**src/rtl/and_run_monitor_pkg.sv**
```systemverilog
// Shared definitions for the AND-unit run monitor:
// FSM state encodings and default widths.
package and_run_monitor_pkg;

    // Width of the AND unit output word.
    localparam int AND_NBITS = 1;
    // Run-length counter width.
    localparam int AND_CNT_W = 8;

    typedef enum logic {
        ST_IDLE = 1'b0,
        ST_RUN  = 1'b1
    } state_t;

endpackage

```
**src/rtl/and_run_monitor_sat_counter.sv**
```systemverilog
// sat_counter: CNT_W-bit saturating counter with clear, load-1, increment.
// Ports: clk, rst_n, clr, load1, inc -> cnt, sat (count is at its maximum).
module sat_counter #(
    parameter int CNT_W = 8
) (
    input  logic             clk,
    input  logic             rst_n,
    input  logic             clr,
    input  logic             load1,
    input  logic             inc,
    output logic [CNT_W-1:0] cnt,
    output logic             sat
);

    localparam logic [CNT_W-1:0] MAX = '1;
    localparam logic [CNT_W-1:0] ONE = CNT_W'(1);

    logic [CNT_W-1:0] cnt_nxt;

    always_comb begin
        cnt_nxt = cnt;
        unique case (1'b1)
            clr:     cnt_nxt = '0;
            load1:   cnt_nxt = ONE;
            inc:     cnt_nxt = (cnt == MAX) ? MAX : cnt + ONE;
            default: cnt_nxt = cnt;
        endcase
    end

    // sat tracks the registered count so it can travel with cnt
    always_ff @(posedge clk or negedge rst_n) begin
        if (!rst_n) begin
            cnt <= '0;
            sat <= 1'b0;
        end else begin
            cnt <= cnt_nxt;
            sat <= (cnt_nxt == MAX);
        end
    end

endmodule

```
**src/rtl/and_run_monitor.sv**
```systemverilog
// and_run_monitor: measures runs of all-ones and_out words, reports lengths on a 1-deep valid/ready slot.
// Ports: clk, rst_n, in_data, clr, out_ready -> out_valid, out_len, out_sat, ovf (+out_ts with AND_RUN_TIMESTAMP_EN).
module and_run_monitor
    import and_run_monitor_pkg::*;
#(
    parameter int NBITS = AND_NBITS,
    parameter int CNT_W = AND_CNT_W
) (
    input  logic             clk,
    input  logic             rst_n,
    input  logic [NBITS-1:0] in_data,
    input  logic             clr,
    output logic             out_valid,
    input  logic             out_ready,
    output logic [CNT_W-1:0] out_len,
    output logic             out_sat,
`ifdef AND_RUN_TIMESTAMP_EN
    output logic             ovf,
    output logic [CNT_W-1:0] out_ts
`else
    output logic             ovf
`endif
);

    state_t state;
    state_t state_nxt;

    logic             hit;
    logic             run_start;
    logic             run_inc;
    logic             run_end;
    logic [CNT_W-1:0] cnt;
    logic             sat;
    logic             slot_free;
    logic             load;
    logic             drop;

    assign hit = &in_data;

    always_ff @(posedge clk or negedge rst_n) begin
        if (!rst_n) begin
            state <= ST_IDLE;
        end else begin
            state <= state_nxt;
        end
    end

    always_comb begin
        state_nxt = state;
        unique case (state)
            ST_IDLE: if (hit)  state_nxt = ST_RUN;
            ST_RUN:  if (!hit) state_nxt = ST_IDLE;
            default: state_nxt = ST_IDLE;
        endcase
    end

    always_comb begin
        run_start = 1'b0;
        run_inc   = 1'b0;
        run_end   = 1'b0;
        unique case (state)
            ST_IDLE: run_start = hit;
            ST_RUN: begin
                run_inc = hit;
                run_end = !hit;
            end
            default: ;
        endcase
    end

    sat_counter #(
        .CNT_W(CNT_W)
    ) u_cnt (
        .clk  (clk),
        .rst_n(rst_n),
        .clr  (run_end),
        .load1(run_start),
        .inc  (run_inc),
        .cnt  (cnt),
        .sat  (sat)
    );

    // An accept in the same cycle frees the slot for the new report.
    assign slot_free = !out_valid || out_ready;
    assign load      = run_end && slot_free;
    assign drop      = run_end && !slot_free;

    always_ff @(posedge clk or negedge rst_n) begin
        if (!rst_n) begin
            out_valid <= 1'b0;
            out_len   <= '0;
            out_sat   <= 1'b0;
        end else if (load) begin
            out_valid <= 1'b1;
            out_len   <= cnt;
            out_sat   <= sat;
        end else if (out_valid && out_ready) begin
            out_valid <= 1'b0;
        end
    end

    // A drop beats a simultaneous clear.
    always_ff @(posedge clk or negedge rst_n) begin
        if (!rst_n) begin
            ovf <= 1'b0;
        end else if (drop) begin
            ovf <= 1'b1;
        end else if (clr) begin
            ovf <= 1'b0;
        end
    end

`ifdef AND_RUN_TIMESTAMP_EN
    logic [CNT_W-1:0] ts_cnt;
    logic [CNT_W-1:0] run_ts;

    always_ff @(posedge clk or negedge rst_n) begin
        if (!rst_n) begin
            ts_cnt <= '0;
            run_ts <= '0;
            out_ts <= '0;
        end else begin
            ts_cnt <= ts_cnt + CNT_W'(1);
            if (run_start) begin
                run_ts <= ts_cnt;
            end
            if (load) begin
                out_ts <= run_ts;
            end
        end
    end
`endif

endmodule

```
**config.mk**
```make
export PLATFORM = sky130hd
export DESIGN_NAME = and_run_monitor
export DESIGN_NICKNAME = d
export VERILOG_FILES = /design/src/rtl/and_run_monitor_pkg.sv /design/src/rtl/and_run_monitor_sat_counter.sv /design/src/rtl/and_run_monitor.sv
export SDC_FILE = /design/constraint.sdc
export NUM_CORES = 1
export LEC_CHECK = 0
export BUFFER_PORTS_ARGS = -buffer_cell sky130_fd_sc_hd__buf_2
export CAP_MARGIN = 20
export CORE_ASPECT_RATIO = 0.8
export CORE_UTILIZATION = 57
export CTS_BUF_LIST = sky130_fd_sc_hd__clkbuf_8
export DETAILED_ROUTE_END_ITERATION = 8
export HOLD_SLACK_MARGIN = 0.1
export PLACE_DENSITY = 0.91
export SLEW_MARGIN = 20
export SYNTH_ARGS = -nofsm -noshare
export SYNTH_HDL_FRONTEND = slang
export SYNTH_SLANG_ARGS = --single-unit
```
**constraint.sdc**
```tcl
create_clock -name clk -period 1.87 [get_ports clk]
set_clock_uncertainty 0.05 [all_clocks]
set_input_delay 0.0935 -clock clk [delete_from_list [all_inputs] [get_ports clk]]
set_output_delay 0.0935 -clock clk [all_outputs]
set_load 0.02 [all_outputs]
```
==> results of run 1 <==
-- what timing repair did --
action	in CTS	in global routing
gates resized for setup	1	2
buffers inserted	0	0
hold buffers	4	0
endpoints found under the setup margin	1	1
endpoints found under the hold margin	24	0
-- logic make-up after synthesis --
logic type | share of synthesized area
simple gates | 0.195
buf+inv | 0.0202
compound gates | 0.163
mux | 0.0794
fa+ha+maj | 0.0126
flops | 0.530
-- metrics by stage --
stage	hold slack [ns]	instance area (um2)	worst slack, ns
final	0.271	1200	0.108
after global routing	0.295	1200	0.0273
after CTS	0.278	1190	0.0477
after detailed placement	0.0268	1100	0.0158
after global placement	0.0126	1100	0.169
after floorplan	-0.252	992	0.223
-- power by group through the flow --
stage / Combinational (mW) / Sequential [mW] / Clock, mW
2_1_floorplan: 0.0486 / 0.513 / 0
3_3_place_gp: 0.0994 / 0.497 / 0
3_5_place_dp: 0.107 / 0.499 / 0
4_1_cts: 0.116 / 0.490 / 0.306
5_1_grt: 0.132 / 0.498 / 0.324
6_report: 0.122 / 0.494 / 0.298
-- sequential cells by signal (all words and copies together), names as in the netlist --
register and count:
out_len 8, out_sat 1, u_cnt.cnt 8, out_valid 1, ovf 1, u_cnt.sat 1
state 1
-- cell type report --
type | count | area (um2)
sequential | 21 | 527
clock inverter | 1 | 5.00
inverter | 3 | 11.3
clock buffer | 3 | 41.3
fill | 104 | 425
multi-input combinational | 70 | 459
timing repair buffer | 21 | 130
tap | 22 | 27.5
-- per-layer routing --
| metal | up-vias | part of all wire | track usage |
|---|---|---|---|
| li1 | 394 | - | - |
| met1 | 419 | 0.41 | 0.335 |
| met2 | 50 | 0.49 | 0.465 |
| met3 | 15 | 0.077 | 0.0775 |
| met4 | 0 | 0.031 | 0.176 |
| met5 | - | 0 | 0 |
-- worst max-delay path: cells and delay by family, from the launching register on --
kind | cells | cell delay [ns]
flip-flops | 1 | 0.43
adder cells (fa/ha/maj) | 1 | 0.20
AND/OR/NAND/NOR | 5 | 0.99
-- path summary, 6_finish.rpt --
check | start | to | slack (ns) | cells after the start
worst min-delay path | rst_n | out_len[0] | 0.27 | 2
worst min register to register | u_cnt.sat | out_sat | 0.43 | 1
worst max-delay path | u_cnt.cnt[1] | u_cnt.sat | 0.11 | 6
max in group asynchronous | rst_n | u_cnt.cnt[0] | 1.15 | 2
worst max register to register | u_cnt.cnt[1] | u_cnt.sat | 0.11 | 6
min in group clk | u_cnt.sat | out_sat | 0.43 | 1
-- cell usage in the layout, fill, tap and decap left out, types with 2 or more instances in the layout --
| cell type | n |
|---|---|
| inv_1 | 3 |
| buf_2 | 15 |
| o22ai_1 | 2 |
| dfrtp_1 | 20 |
| o21ai_0 | 11 |
| or4_1 | 2 |
| buf_4 | 2 |
| clkbuf_8 | 3 |
| nand2b_1 | 3 |
| dlygate4sd3_1 | 4 |
| a211oi_1 | 2 |
| nor2_1 | 7 |
| a22oi_1 | 2 |
| nand3_1 | 3 |
| mux2_2 | 7 |
| nand2_1 | 14 |
==> flow_metrics.tcl, run 1 <==
set metrics [dict create \
    synth_top_cell_area_share 0.530 \
    yosys-top-cells-area "dfrtp_1 53%, mux2_2 7.9%, o21ai_0 5.5%, nand2_1 5.3%, nor2_1 2.6%" \
    hpwlAfterDp_mm 1.56 \
    clock-sinks 21 \
    p_leak_nw 0.587 \
    finalNonFillerCells 141 \
    design_power_total_mw 0.914 \
    grt_usage 0.281 \
    max_stage_delay_ns 0.49 \
    critical_path_class "register to register" \
    finalHoldViolations 0 \
    swShare 0.265 \
    syn-cell-area_um2 992 \
    initial_core_util 0.610 \
    period_minus_slack_ns 1.76 \
    clk_path_buf_depth 2 \
    antenna_found_initial 0 \
    clk-insertion-delay-late_ns 0.26 \
    rsz0062_at_grt "no" \
    crit_required_ns 2.00 \
    antenna_left 0 \
    grt_max_degree 22 \
    slew_headroom 0.670 \
    worst-path-max-fanout 7 \
    fp.dieW_um 48.6 \
    p_comb_frac 0.134 \
    crit_chain "ha_4 > nand3_2 > or4_1 > nand3_1 > nand2_2 > nor3_2" \
    synth_top_cell_by_area "dfrtp_1" \
    final.period_utilization 0.942 \
    dieHeight_um 39.3 \
    synthCells 96 \
    ys_ff_latch 21 \
    grt_pass1_vias 830 \
    synthTopCellsByCount "21 x dfrtp_1, 14 x nand2_1, 11 x o21ai_0" \
    tightest_slew_ns 0.495 \
    coreArea_mm2 0.00163 \
    worst_path_max_delay_cell "or4_1" \
    endpoint_kind "register" \
    cts_root_buffer "clkbuf_8" \
    gp_congestion 0.956 \
    final_util 0.738 \
    pin_count 16 \
    numCtsBuffers 3 \
    cts-htree-levels 1 \
    first_pass_iters 4 \
    synth_edf_count 0 \
    drt-vias-per-instance 6.23 \
    rows 13 \
    status "complete, no violations" \
    hold_class "input pin to asynchronous set/reset pin" \
    numPortBuffers 15 \
    avgSynthCellArea_um2 10.3 \
    synth_cell_types 31 \
    crit_path_start_kind "register" \
    path_clk_slew_ns 0.08 \
    drv_cap 0 \
    wl_per_cell_um 16.5 \
    yosysSeqAreaShare 0.530 \
    async_flop_share 1.00 \
    remaining_drc_errors 0 \
    die_area_mm2 0.00191 \
    ir_drop_mv 0.611 \
    drt_iter0_drc 40 \
    final_nets 126 \
    drt-total-wl_mm 2.33 \
    final-setup-viol-count 0 \
    p_int_mw 0.672 \
    antennaDiodeCount 0 \
    power_frac_seq 0.540 \
    gr-total-overflow 0 \
    fin_setup_tns_ns 0 \
    power.switching_mw 0.243 \
    via_count 878 \
    clock.fmax_mhz 567 \
    power_per_cell_area_mw_per_mm2 761 \
    p_clk_frac 0.326 \
    drv_slew 0 \
    ys_warn_count 0 \
    synthFlopType "dfrtp_1" \
    arrival_ns 1.89 \
    area_growth_pct 21.1 \
    grt_pass1_wl_mm 3.80 \
    synth_nets 102 \
    dp.cells 133 \
    yosysMostFrequentCell "dfrtp_1" \
    cts_tree "built" \
    final_layout_size_suffix_gt1_frac 0.294 \
]
Power figures use the tool's default switching activity.
==> run 2, diff against run 1 <==
--- a/config.mk
+++ b/config.mk
@@ -5,6 +5,7 @@
 export SDC_FILE = /design/constraint.sdc
 export NUM_CORES = 1
 export LEC_CHECK = 0
+export ABC_AREA = 1
 export BUFFER_PORTS_ARGS = -buffer_cell sky130_fd_sc_hd__buf_2
 export CAP_MARGIN = 20
 export CORE_ASPECT_RATIO = 0.8
==> constraint.sdc (replaced) <==
create_clock -name clk -period 2 [get_ports clk]
set_clock_uncertainty 0.05 [all_clocks]
set_input_delay 0.1 -clock clk [delete_from_list [all_inputs] [get_ports clk]]
set_output_delay 0.1 -clock clk [all_outputs]
set_load 0.02 [all_outputs]
==> flow_metrics.tcl, run 2 <==
set metrics [dict create \
    status "complete, no violations" \
    reg_top3 "out_len: 8 flops, u_cnt.cnt: 8 flops" \
    cts_setup_buffers 0 \
    gr-total-overflow 0 \
    synth_top_cell_area_share 0.512 \
    synth_top_family_by_area "simple AND/OR/NAND/NOR gates" \
    yosys-top-cells-area "dfrtp_1 51%, nand2_1 15%, nand3_1 4.4%, inv_1 4.4%, nand2_2 3.7%" \
    synth_nets 130 \
    max_stage_delay_ns 0.54 \
    drt_iter0_drc 34 \
    cts_tree "built" \
    gp_congestion 0.871 \
    fin_setup_tns_ns 0 \
    final.period_utilization 0.806 \
    clock-sinks 21 \
    initial_core_util 0.619 \
    ys_warn_count 0 \
    fp.dieW_um 49.5 \
    cts-htree-levels 1 \
    nFillCells 135 \
    synthCells 124 \
    yosys.area_share.simple 0.308 \
    antenna_found_initial 0 \
    dieHeight_um 40.0 \
    met2_usage 0.438 \
    use_met1 0.278 \
    first_pass_iters 4 \
    slew_headroom 0.683 \
    tightest_slew_ns 0.473 \
    antenna_left 0 \
    cp_top_family "buffers and inverters" \
    synth_cell_types 20 \
    drv_slew 0 \
    synth-compound-area-share 0.0767 \
    path_clk_slew_ns 0.07 \
    design_power_total_mw 0.824 \
    ir_drop_mv 0.665 \
    arrival_ns 1.71 \
    die_area_mm2 0.00198 \
    power_per_cell_area_mw_per_mm2 675 \
    grt_max_degree 22 \
    synth_edf_count 0 \
    avgSynthCellArea_um2 8.28 \
    post_cts_resized 0 \
    synth_top_cell_by_area "dfrtp_1" \
    endpoint_kind "register" \
    clock.fmax_mhz 620 \
    p_leak_nw 0.656 \
    place_area_mm2 0.00113 \
    crit_chain "dlygate4sd3_1 > buf_2 > nor2_1 > inv_1 > nand2_1 > mux2_2" \
    yosysMostFrequentCell "nand2_1" \
    worst-path-max-fanout 16 \
    cts_hold_buf 5 \
    crit_required_ns 2.09 \
    critPathLaunch "out_ready" \
    synthTopCellsByCount "40 x nand2_1, 21 x dfrtp_1, 12 x inv_1" \
    remaining_drc_errors 0 \
    final-setup-viol-count 0 \
    drv_cap 0 \
    area_growth_pct 18.9 \
    ys_ff_latch 21 \
    rsz0062_at_grt "no" \
    antennaDiodeCount 0 \
    period_minus_slack_ns 1.61 \
    synthMuxAreaShare 0.0329 \
    critical_path_class "input pin to register" \
    final_common_cell "nand2_1" \
    final_layout_size_suffix_gt1_frac 0.245 \
    grt_usage 0.236 \
    use_met3 0.0720 \
    critPathBufInv 3 \
    numCtsBuffers 3 \
    worst_path_max_delay_cell "dlygate4sd3_1" \
    hpwlAfterDp_mm 1.43 \
    syn-cell-area_mm2 0.00103 \
    async_flop_share 1.00 \
    yosysSeqAreaShare 0.512 \
    pin_count 16 \
    coreArea_mm2 0.00166 \
    grt_pass1_vias 751 \
    busiest_layer "met2" \
    drt-vias-per-instance 5.03 \
    rows 13 \
    synthXorXnorAreaFrac 0 \
    final_nets 154 \
    reg2reg_from "u_cnt.cnt[0]" \
    synthAdderAreaFrac 0.0122 \
    drt-total-wl_mm 2.07 \
    clk-insertion-delay-late_ns 0.26 \
    cts_root_buffer "clkbuf_8" \
    numPortBuffers 15 \
    crit_path_start_kind "input pin" \
    grt_pass1_wl_mm 3.29 \
    most-common-layout-cells "40 x nand2_1, 21 x dfrtp_1, 15 x buf_2" \
    clk_path_buf_depth 2 \
    wl_per_cell_um 12.3 \
    finalHoldViolations 0 \
    fin_area_mm2 0.00122 \
    via_count 850 \
    whs_ns 0.281 \
    synthFlopType "dfrtp_1" \
    hold_class "input pin to asynchronous set/reset pin" \
]
run 2: changes by cell type after synthesis, moves of 3 or more:
cell,previous run,this run
o21ai_0,11,7
nand2_2,1,6
inv_1,3,12
nand3_1,3,9
nand2_1,14,40
nor2_1,7,10
mux2_2,7,3
o21ai_2,0,3
nand2b_1,3,0
run 2: path summary, 6_finish.rpt:
| path | slack [ns] | endpoint | cells after the start |
|---|---|---|---|
| worst max-delay path | 0.39 | out_len[2] | 6 |
| worst min-delay path | 0.28 | out_valid | 2 |
| worst max register to register | 0.44 | u_cnt.sat | 11 |
| worst min register to register | 0.43 | out_len[6] | 2 |
| max in group asynchronous | 1.31 | out_len[6] | 2 |
| min in group clk | 0.43 | out_len[6] | 2 |
run 2: stage by stage:
step	instances	worst slack [ns]	util
2_1_floorplan	124	0.623	-
3_3_place_gp	160	0.542	0.679
3_5_place_dp	160	0.475	0.679
4_1_cts	169	0.395	0.736
5_1_grt	169	0.253	0.736
6_report	169	0.387	0.736
run 2: area by class of cell:
cell class / count / area (um2) / area share
Clock buffer: 3 / 41.3 / 0.0338
Clock inverter: 1 / 3.75 / 0.00307
Inverter: 15 / 56.3 / 0.0461
Multi-Input combinational cell: 87 / 442 / 0.362
Sequential cell: 21 / 526 / 0.430
Tap cell: 22 / 27.5 / 0.0225
Timing Repair Buffer: 20 / 125 / 0.102
run 2: power by group:
| part | total (mW) | internal, mW | switching [mW] | leakage (nW) |
|---|---|---|---|---|
| Combinational | 0.106 | 0.0385 | 0.0672 | 0.345 |
| Sequential | 0.459 | 0.444 | 0.0145 | 0.284 |
| Clock | 0.260 | 0.137 | 0.123 | 0.0269 |
run 2: worst reg2reg max path, stage by stage (launching register included):
cell,delay [ns]
dfrtp_1,0.40
ha_1,0.23
nand2_2,0.12
nor2_4,0.15
nand2_4,0.09
nand2_1,0.07
nand2_1,0.06
o21ai_2,0.08
nand2_2,0.07
clkinv_1,0.06
nand2_2,0.04
nor2_2,0.09
run 2: cells by family (layout without fill, tap and decap cells):
group,count (synthesis),count (layout)
adder cells (fa/ha/maj),1,1
buffers and inverters,16,39
AND/OR/NAND/NOR,70,70
multiplexers,3,3
AO/OA/AOI/OAI,13,13
flip-flops,21,21
run 2: per-layer routing:
layer  vias to the layer above  share of wire
met5                         -              0
met4                         0         0.0082
met3                         4          0.058
met2                        31           0.49
met1                       382           0.44
li1                        433              -
